### config.mk
export PLATFORM = sky130hd
export DESIGN_NAME = shift_exec_stage
export DESIGN_NICKNAME = d
export VERILOG_FILES = /design/src/rtl/shift_exec_stage.sv
export SDC_FILE = /design/constraint.sdc
export NUM_CORES = 1
export LEC_CHECK = 0
export ABC_AREA = 0
export BUFFER_PORTS_ARGS = -buffer_cell sky130_fd_sc_hd__buf_2
export CAP_MARGIN = 5
export CORE_UTILIZATION = 30
export CTS_CLUSTER_DIAMETER = 100
export DETAILED_ROUTE_END_ITERATION = 6
export SLEW_MARGIN = 20
export SYNTH_ARGS = -nofsm -noshare
export SYNTH_HDL_FRONTEND = slang
export SYNTH_SLANG_ARGS = --single-unit
### constraint.sdc
create_clock -name clk -period 2.9 [get_ports clk]
set_input_delay 0.29 -clock clk [delete_from_list [all_inputs] [get_ports clk]]
set_output_delay 0.29 -clock clk [all_outputs]
set_load 0.03 [all_outputs]
### src/rtl/shift_exec_stage.sv
// shift_exec_stage: 16-bit SLL/SRA/ROR stage with 1-cycle latency and a 2-entry skid FIFO.
// Define SHIFT_EXEC_STAGE_ZFLAG_EN to store and present a per-entry zero flag on out_z.
module shift_exec_stage #(
  parameter int TAG_W = 4
) (
  input  logic             clk,
  input  logic             rst_n,
  input  logic             flush,
  input  logic             in_valid,
  output logic             in_ready,
  input  logic [15:0]      in_data,
  input  logic [3:0]       in_amt,
  input  logic [1:0]       in_mode,
  input  logic [TAG_W-1:0] in_tag,
  output logic             out_valid,
  input  logic             out_ready,
  output logic [15:0]      out_data,
  output logic [TAG_W-1:0] out_tag,
  output logic             out_z
);
  typedef enum logic [1:0] {EMPTY, ONE, FULL} state_e;
  state_e           state_q, state_d;
  logic             in_ready_q;
  logic             wr_ptr_q, wr_ptr_d, rd_ptr_q, rd_ptr_d;
  logic [15:0]      data_q [2];
  logic [TAG_W-1:0] tag_q [2];
  logic [31:0]      rot;
  logic [15:0]      sra, res;
  logic             push, pop;
  // Kept as separate statements so the arithmetic shift is not made unsigned by a wider expression.
  always_comb begin
    rot = {in_data, in_data} >> in_amt;
    sra = $signed(in_data) >>> in_amt;
    res = (in_mode == 2'b00) ? (in_data << in_amt) : (in_mode == 2'b01) ? sra : rot[15:0];
  end
  assign push      = in_valid & in_ready_q & ~flush;
  assign pop       = out_valid & out_ready;
  assign in_ready  = in_ready_q;
  assign out_valid = (state_q != EMPTY);
  assign out_data  = data_q[rd_ptr_q];
  assign out_tag   = tag_q[rd_ptr_q];
  always_comb begin
    state_d  = state_q;
    wr_ptr_d = wr_ptr_q;
    rd_ptr_d = rd_ptr_q;
    if (flush) begin
      state_d  = EMPTY;
      wr_ptr_d = 1'b0;
      rd_ptr_d = 1'b0;
    end else begin
      wr_ptr_d = push ? ~wr_ptr_q : wr_ptr_q;
      rd_ptr_d = pop ? ~rd_ptr_q : rd_ptr_q;
      state_d  = (push && !pop) ? ((state_q == EMPTY) ? ONE : FULL) :
                 (pop && !push) ? ((state_q == FULL) ? ONE : EMPTY) : state_q;
    end
  end
  always_ff @(posedge clk or negedge rst_n) begin
    if (!rst_n) begin
      state_q    <= EMPTY;
      in_ready_q <= 1'b1;
      wr_ptr_q   <= 1'b0;
      rd_ptr_q   <= 1'b0;
      data_q[0]  <= '0;
      data_q[1]  <= '0;
      tag_q[0]   <= '0;
      tag_q[1]   <= '0;
    end else begin
      state_q    <= state_d;
      in_ready_q <= (state_d != FULL);
      wr_ptr_q   <= wr_ptr_d;
      rd_ptr_q   <= rd_ptr_d;
      if (push) begin
        data_q[wr_ptr_q] <= res;
        tag_q[wr_ptr_q]  <= in_tag;
      end
    end
  end
`ifdef SHIFT_EXEC_STAGE_ZFLAG_EN
  logic z_q [2];
  always_ff @(posedge clk or negedge rst_n) begin
    if (!rst_n) begin
      z_q[0] <= 1'b0;
      z_q[1] <= 1'b0;
    end else if (push) begin
      z_q[wr_ptr_q] <= (res == 16'h0000);
    end
  end
  assign out_z = z_q[rd_ptr_q];
`else
  assign out_z = 1'b0;
`endif
endmodule

==> impl_results.md, run 1 <==
* Fin Setup TNS at 0 ps
* Post-detail-place hpwl at 9.05 mm
* Worst hold path depth at 3
* Area contributors post-synth: dfrtp_1, mux4_2, mux2_2, nand2_1, mux2i_1
* Largest area contributor in the netlist: dfrtp_1
* WHS at between 200 and 250 ps
* Fin crit share at roughly four fifths
* YS warnings at 0
* Sequential cell fraction of total power at 33.3%
* Post-Syn Nets at 500
* Outcome: completed
* CORE AREA at about 14,000 um^2
* Vias in the first global route at between 3,000 and 4,000
* Gr usage total at between 10% and 20%
* Clock Sink Count at 45
* # DRC at 0
* Layout Utilization at between 30 and 40%
* Worst endpoint required time at between 3000 and 4000 ps
* Synth cell count leaders: nand2_1, dfrtp_1, nor2_1
* Clk_skew at around 2.9 ps
* Final Hold Viols at 0
* Cells on worst reg2reg path at 4
* Peak VDD IR at about 0.24 mV
* Mean Syn Cell Area at ~9.3 um^2
* Die Wd at between 100 and 150 um
* Flop-to-flop setup slack at between 1000 and 1500 ps
* Hold Path Class: input port to register
* Diodes inserted at 0
* I/O pin count at 54
* FF-to-FF Start: in_ready
* Reg area at around 1100 um^2
* Area delta synth->final at 11.0%
* Max-cap violations at 0
* Clock transition at path regs at around 60 ps
* Switch Pwr at 945 uW
* Final Max Slew Viols at 0
* CTS max path bufs at 2
* First-pass GRT wire length at a little over 20 mm
* Routed vias at between 3,000 and 4,000
* Area share of the largest cell type after synthesis at between 20% and 30%
* Placer Congestion at around 0.95
* FP Rows at 43
* Initial core utilization at between 30% and 40%
* Tot Pwr at 2.63 mW
* Switching Fraction at 35.9%
* Pint at between 1.5 and 2 mW
* WP data arrival at 2490 ps
* EDFF count, synth at 0
* Placed inst area at 4610 um^2
* Setup crit end kind: register
* GRT overflow at 0
* Max Clk Rate at 422 MHz
* Routed WL per cell at between 15 and 20 um
* Total die area at roughly 15,000 um^2
* Area of the multi-input gates at approximately 2900 um^2
* Worst-margin pin slew at roughly 800 ps
* Crit path max fanout at 29
* Mapped Cells at ~470
* Netlist cell types at a little under 60
* Count leader, synth: nand2_1
* Final Net Count at 516
* CTS root buf: clkbuf_16
* Worst hold path startpoint: in_tag[0]
* CP Class: input port to register
* Clock power frac at between 20% and 30%
* Seq/Total Area, Yosys at between 20% and 30%
* Fin area at slightly below 5000 um^2
* CTS tree: built
* RSZ-0062 raised after global routing: no
* Largest net degree at the start of global routing at 46
* Fin crit period at roughly 2400 ps
* Number of vias per cell at just under 6
* Post-CTS Setup Bufs at 0
* Startpoint types: input port
* Fill count at 1,454
* Post_cts resized at 0
* DR iter-0 viols at 380
* Antenna Nets Post-Route at 0
* Rel. slew slack at a little under half
* Num CTS Buffers at 5
* H-Tree Level Count at 2
* Total Wirelength at 12.7 mm
* Asr flop ratio synth at 100%
* Mapped Area at 4350 um^2
* Initial antenna violation count at 0
* Die Y at 122 um
* Top_reg_cell synth: dfrtp_1
* Initial DRT Pass Iterations at 5
* Pleak at around 2 nW
* Finish-stage setup viols at 0
* Hold buffer count at CTS at 0
* Share of layout cells above drive strength 1 at 28.2%
* Worst-skew pair later-pin latency at about 280 ps
* Gate power share at about two fifths
* Yosys reg bits at 45
* IO buf count at 52
* R2r endpoint: data_q[5]
* Power density over the cells at between 500 and 600 nW/um^2
* Hold worst-path end: tag_q[0]
==> stage by stage <==
stage          setup WS [ps]  cells
2_1_floorplan           1080    469
3_3_place_gp             328    656
3_5_place_dp             266    656
4_1_cts                  569    664
5_1_grt                  354    666
6_report                 533    666
==> final cells by class <==
| type | instances | share of cell area (%) |
|---|---|---|
| multi-input cells | 363 | 59.9 |
| flip-flops and latches | 45 | 23.3 |
| repair buffers | 63 | 7.66 |
| well taps | 180 | 4.66 |
| clock buffers | 5 | 2.59 |
| clock inverters | 3 | 1.35 |
| inverters | 7 | 0.543 |
==> state kept, by name, indices dropped and copies added (netlist names) <==
signal    cells
data_q       32
tag_q         8
state_q       2
in_ready      1
rd_ptr_q      1
wr_ptr_q      1
==> worst max-delay path, stage by stage <==
cell and delay [ps]:
buf_2 550, buf_12 270, mux2_2 360, a222oi_1 520, o22ai_1 140, a21oi_1 210, a31oi_1 130
==> power groups by stage <==
stage               combinational [mW]  clock, mW  sequential, mW
global route                      1.12      0.767           0.898
global placement                  1.01          0           0.877
floorplan                        0.780          0           0.866
CTS                               1.03      0.738           0.879
detailed placement                1.02          0           0.889
finish                            1.03      0.730           0.877
==> cells by family (layout without fill, tap and decap cells) <==
logic type	count (synthesis)	count (layout)	share of synthesized area, %
muxes	93	93	33.3
DFF	45	45	25.9
AOI/OAI and AO/OA	96	96	15.2
buffers and inverters	61	78	7.73
and+or+nand+nor	171	171	17.3
other	1	1	0.0861
xor gates and xnor gates	2	2	0.402
==> how the worst max path moves through the flow <==
stage                    from          to  slack, ps  cells after the start
floorplan           in_amt[0]  data_q[27]       1080                      7
global placement    in_amt[1]  data_q[31]        330                      6
detailed placement  in_amt[1]  data_q[15]        270                      6
CTS                 in_amt[1]  data_q[15]        570                      6
global route        in_amt[1]  data_q[13]        350                      7
finish              in_amt[1]  data_q[13]        530                      7
==> cell usage in the layout (no fill, tap or decap), types with 3 or more instances in the layout <==
master / count
nand2_1: 77
buf_2: 52
nor2_1: 44
dfrtp_1: 44
mux2_2: 28
mux2i_1: 28
mux4_2: 28
a21oi_1: 17
o21ai_0: 15
a31oi_1: 12
nand3_1: 12
nor2b_1: 10
mux4_1: 8
nor3_1: 8
o211ai_1: 8
buf_4: 8
a211oi_1: 6
inv_1: 6
nand2b_1: 5
o22ai_1: 5
o21ai_1: 5
clkbuf_16: 5
nor4_1: 3
and2_1: 3
a32oi_1: 3
==> layer usage <==
metal	track usage (%)	vias to the layer above	wire length (um)
li1	-	1775	-
met1	25.1	1849	5600
met2	26.8	208	5710
met3	2.97	16	1180
met4	4.42	0	167
met5	0	-	0
(Power assumes the default switching activity.)
==> run 2, diff against run 1 <==
- clock period: 2.9 -> 1.95 ns (I/O delays scaled with it)
==> impl_results.md, run 2 (synthesized netlist as in run 1, its figures left out) <==
* Final Hold Viols at 27 (+27)
* Critical path's top delay family: compound AO/OA/AOI/OAI gates
* Clock Sink Count at 45 (unchanged)
* Placer Congestion at 0.941 (-0.98%)
* Routed vias at 4,150 (+7.8%)
* Reg area at 1130 um^2 (unchanged)
* I/O pin count at 54 (unchanged)
* Top Registers: data_q x32, tag_q x8, state_q x2
* Worst-margin pin slew at 568 ps (-221 ps)
* Rel. slew slack at 62.1% (+15 points)
* Cells along the critical path: clkbuf_4 > buf_12 > mux2_2 > a222oi_1 > buf_4 > o22ai_1 > a21oi_2 > a31oi_1
* IO buf count at 52 (unchanged)
* Area delta synth->final at 23.6%
* Worst Path Buf+Inv at 3 (+1)
* Clk_skew at 6.05 ps (+3.18 ps)
* CP peak stage delay at 480 ps (-70 ps)
* Diodes inserted at 0 (unchanged)
* CORE AREA at 14,000 um^2 (unchanged)
* Finish-stage setup viols at 0 (unchanged)
* Fin crit share at 95.6%
* Largest register FFs at 32 (unchanged)
* Total Wirelength at 13.5 mm (+6.8%)
* Worst-skew pair later-pin latency at 290 ps (about the same)
* Area of the multi-input gates at 2900 um^2 (+0.26%)
* Final Non-Filler Cells at 741 (+11%)
* CP Class: input port to register
* Number of vias per cell at 5.60 (-3.1%)
* CTS tree: built
* FP Rows at 43 (unchanged)
* Hold Path Class: input port to async pin
* H-Tree Level Count at 2 (unchanged)
* Post-CTS Setup Bufs at 0 (unchanged)
* Post_cts resized at 0 (unchanged)
* Worst endpoint required time at 2110 ps (-910 ps)
* DR iter-0 viols at 317 (-17%)
* Share of layout cells above drive strength 1 at 38.3% (+10 points)
* Startpoint types: input port
* CTS max path bufs at 2 (unchanged)
* Placed inst area at 5190 um^2 (+13%)
* Initial antenna violation count at 0 (unchanged)
* FF-to-FF Start: in_ready
* Final Net Count at 591 (+15%)
* Outcome: complete, but fails checks
* Clock transition at path regs at 70 ps (about the same)
* First-pass GRT wire length at 21.6 mm (+6.9%)
* Hold buffer count at CTS at 0 (unchanged)
* Final Max Slew Viols at 0 (unchanged)
* Flop-to-flop setup slack at 400 ps (-680 ps)
* Die Y at 122 um (unchanged)
* GRT overflow at 0 (unchanged)
* Setup crit end kind: register
* Final Worst Setup Slack at 84.9 ps (-448 ps)
* Fin area at 5380 um^2 (+11%)
* Inst Count DP at 733 (+12%)
* Num CTS Buffers at 5 (unchanged)
* Total die area at 15,000 um^2 (unchanged)
* Post-detail-place hpwl at 10.5 mm (+16%)
* Largest reg by FF count: data_q
* Crit path max fanout at 20 (-31%)
* Fill count at 1,404 (-3.4%)
* RSZ-0062 raised after global routing: no
* Max-cap violations at 0 (unchanged)
* # DRC at 0 (unchanged)
* WHS at -10.7 ps (-219 ps)
* Antenna Nets Post-Route at 0 (unchanged)
* Routed WL per cell at 18.2 um (-4.0%)
* CTS root buf: clkbuf_16
* Most common cell after layout, fill and taps aside: buf_4
* Initial core utilization at 31.0% (unchanged)
* Largest net degree at the start of global routing at 46 (unchanged)
* Layout Utilization at 38.3% (+3.9 points)
* Setup WS pre-CTS at -266 ps (-532 ps)
* Violated checks: hold timing
* WP data arrival at 2020 ps (-470 ps)
* Pleak at 2.36 nW (+17%)
* Most frequent cells in the layout: buf_4, nand2_1, buf_2, nor2_1, dfrtp_1
* Peak VDD IR at 0.440 mV (+84%)
* Fin crit period at roughly 1900 ps
* Max Clk Rate at between 500 and 600 MHz
* Die Wd at 122 um (unchanged)
* Slowest cell on the critical path: a222oi_1
* Initial DRT Pass Iterations at 5 (unchanged)
* R2r endpoint: data_q[5]
* Vias in the first global route at 3,956 (+11%)
* Power density over the cells at 736 nW/um^2 (+35%)
* Cells on worst reg2reg path at 6 (+2)
* Fin Setup TNS at 0 ps (unchanged)
* Gr usage total at 18.6% (+1.2 points)
[run 2: cell types whose count changed in the layout (fill, tap and decap cells not counted), sizes merged]
| cell | before | now |
|---|---|---|
| clkinv | 1 | 0 |
| dlygate4sd3 | 1 | 0 |
| buf | 62 | 136 |
| bufinv | 2 | 1 |
| inv | 7 | 9 |
| clkbuf | 5 | 7 |
[run 2: per-stage QoR]
stage / power [mW] / hold slack (ps)
final: 3.96 / -10.7
after global routing: 4.20 / 41.5
after CTS: 3.99 / 0.543
after detailed placement: 2.99 / 311
after global placement: 2.95 / 293
after floorplan: 2.45 / -101
[run 2: layout make-up]
cell class / instances / area share, %
clock inverter: 3 / 0.884
multi-input combinational: 363 / 53.9
inverter: 7 / 0.488
clock buffer: 5 / 2.33
sequential: 45 / 20.9
timing repair buffer: 138 / 17.2
tap: 180 / 4.19
[run 2: where the power goes]
| group | switching [mW] | internal [mW] |
|---|---|---|
| logic | 0.963 | 0.715 |
| registers | 0.121 | 1.18 |
| clock network | 0.366 | 0.613 |
| total | 1.45 | 2.51 |
[run 2: worst reg2reg max path, cell delays in order, from the launching register on]
cell,delay [ps]
dfstp_2,520
nand2_1,150
nor2_1,180
and2_1,150
buf_4,240
nor2_1,70
a41oi_1,160
[run 2: worst max-delay path by stage]
stage	start	endpoint	cells past startpoint
final	in_amt[1]	data_q[29]	8
after global routing	in_amt[1]	data_q[0]	9
after CTS	in_amt[1]	data_q[0]	9
after detailed placement	in_amt[1]	data_q[10]	8
after global placement	in_amt[1]	data_q[0]	9
after floorplan	in_amt[0]	data_q[27]	7
[run 2: layer usage]
| metal | up-vias | share of wire (%) | track usage (%) |
|---|---|---|---|
| met2 | 177 | 46 | 30.1 |
| met5 | - | 0 | 0 |
| met3 | 24 | 6.3 | 1.81 |
| met1 | 2032 | 45 | 25.9 |
| li1 | 1917 | - | - |
| met4 | 0 | 2.9 | 6.40 |
==> run 3, diff against run 2 <==
==> constraint.sdc (replaced) <==
create_clock -name clk -period 1.95 [get_ports clk]
set_input_delay 0.2925 -clock clk [delete_from_list [all_inputs] [get_ports clk]]
set_output_delay 0.2925 -clock clk [all_outputs]
set_load 0.03 [all_outputs]
==> impl_results.md, run 3 (synthesized netlist as in run 1, its figures left out) <==
* Outcome: completed
* Worst-margin pin slew at 745 ps (+177 ps)
* CP peak stage delay at 680 ps (+200 ps)
* Peak VDD IR at 0.353 mV (-20%)
* Clock transition at path regs at 60 ps (about the same)
* Crit path launch: in_amt[1]
* Largest net degree at the start of global routing at 46 (unchanged)
* H-Tree Level Count at 2 (unchanged)
* Finish-stage setup viols at 0 (unchanged)
* Top Registers: data_q x32, tag_q x8, state_q x2
* Number of vias per cell at 5.51 (-1.6%)
* Largest reg by FF count: data_q
* Most frequent CP cell: buf_12
* Total Wirelength at 14.4 mm (+6.3%)
* Most frequent cells in the layout: buf_4, nand2_1, buf_2, nor2_1, dfrtp_1
* Largest register FFs at 32 (unchanged)
* Placer Congestion at 0.949 (+0.89%)
* CTS root buf: clkbuf_16
* Slowest cell on the critical path: a222oi_1
* Tot Pwr at 3.87 mW (-2.2%)
* IO buf count at 52 (unchanged)
* Vias in the first global route at 4,264 (+7.8%)
* Fin Setup TNS at 0 ps (unchanged)
* Max-cap violations at 0 (unchanged)
* Clock Sink Count at 45 (unchanged)
* Rel. slew slack at 50.3% (-12 points)
* Routed WL per cell at 18.6 um (+2.1%)
* Cells along the critical path: buf_12 > buf_12 > mux2_4 > a222oi_1 > buf_4 > nand2_2 > o211ai_1 > a41oi_1
* WP data arrival at 2080 ps (+60 ps)
* Gr usage total at 19.4% (+0.75 points)
* I/O pin count at 54 (unchanged)
* CP Class: input port to register
* Diodes inserted at 0 (unchanged)
* First-pass GRT wire length at 22.5 mm (+4.2%)
* Final Max Slew Viols at 0 (unchanged)
* RSZ-0062 raised after global routing: yes
* DR iter-0 viols at 289 (-8.8%)
* Area delta synth->final at 31.0%
* Fin crit period at 1930 ps (+67.2 ps)
* Crit path max fanout at 8 (-60%)
* Num CTS Buffers at 5 (unchanged)
* Final Hold Viols at 0 (-100%)
* Most common cell after layout, fill and taps aside: buf_4
* Power density over the cells at 679 nW/um^2 (-7.7%)
* CORE AREA at 14,000 um^2 (unchanged)
* Worst Path Buf+Inv at 3 (unchanged)
* Routed vias at 4,249 (+2.4%)
* Die Y at 122 um (unchanged)
* Final Net Count at 621 (+5.1%)
* Initial antenna violation count at 0 (unchanged)
* Pleak at 2.54 nW (+7.5%)
* Startpoint types: input port
* FF-to-FF Start: in_ready
* CTS tree: built
* Critical path's top delay family: compound AO/OA/AOI/OAI gates
* Post-detail-place hpwl at 11.0 mm (+4.6%)
* # DRC at 0 (unchanged)
* Fin crit share at 99.1% (+3.4 points)
* GRT overflow at 0 (unchanged)
* Initial DRT Pass Iterations at 4 (-1)
* Flop-to-flop setup slack at 390 ps (about the same)
* Worst endpoint required time at 2090 ps (-20 ps)
* CTS max path bufs at 2 (unchanged)
* Max Clk Rate at 518 MHz (-3.5%)
* Hold Path Class: input port to async pin
* FP Rows at 43 (unchanged)
* Clk_skew at 4.36 ps (-1.69 ps)
* Share of layout cells above drive strength 1 at 41.5% (+3.1 points)
* Worst-skew pair later-pin latency at 280 ps (about the same)
* Total die area at 15,000 um^2 (unchanged)
* Setup crit end kind: register
* Die Wd at 122 um (unchanged)
* Antenna Nets Post-Route at 0 (unchanged)
* Initial core utilization at 31.0% (unchanged)
## run 3: cell count changes in the layout (fill, tap and decap cells not counted), sizes merged
cell,before,now
clkbuf,7,8
bufbuf,0,1
inv,9,7
buf,136,167
bufinv,1,0
## run 3: stage by stage
| step | util, % | hold slack, ps | area [um^2] | cells | worst slack (ps) |
|---|---|---|---|---|---|
| floorplan | - | -3.09 | 4350 | 469 | 132 |
| global placement | 38.4 | 397 | 5390 | 753 | -502 |
| detailed placement | 38.4 | 419 | 5390 | 753 | -565 |
| CTS | 39.8 | 120 | 5590 | 764 | 2.90 |
| global route | 40.6 | 137 | 5700 | 771 | -35.9 |
| finish | 40.6 | 93.6 | 5700 | 771 | 17.7 |
## run 3: power breakdown
part | total, mW | internal [mW] | switching (mW)
Combinational | 1.77 | 0.779 | 0.987
Clock | 0.801 | 0.477 | 0.325
Sequential | 1.31 | 1.18 | 0.122
## run 3: worst register-to-register path: stages (launching register included)
cell and delay [ps]:
dfstp_2 530, nand2_1 160, nor2_1 170, and2_1 150, buf_4 240, nor2_1 70
a41oi_1 160
## run 3: worst paths after layout
kind / to / cells after the start
worst min-delay path: data_q[23] / 2
worst max-delay path: data_q[5] / 8
worst max register to register: data_q[5] / 6
max in group asynchronous: data_q[13] / 2
worst min register to register: tag_q[7] / 2
min in group clk: tag_q[7] / 3
## run 3: layer usage
| metal | vias up | track usage (%) | part of all wire [%] |
|---|---|---|---|
| li1 | 1981 | - | - |
| met1 | 2085 | 25.3 | 44 |
| met2 | 154 | 32.8 | 48 |
| met3 | 29 | 2.65 | 5.4 |
| met4 | 0 | 6.48 | 2.5 |
| met5 | - | 0 | 0 |
## run 3: area by class of cell
cell class / instances / area (um^2)
Timing Repair Buffer: 168 / 1270
Sequential cell: 45 / 1130
Inverter: 7 / 26.3
Multi-Input combinational cell: 363 / 2920
Clock buffer: 8 / 136
Fill cell: 1378 / 8340
Tap cell: 180 / 225
## run 3: what timing repair did
item	in CTS	in global routing
hold buffers	0	0
endpoints found under the hold margin	0	0
cloned	1	0
resized for setup	4	20
endpoints found under the setup margin	7	6
pin swaps	1	5
setup buffers	2	7
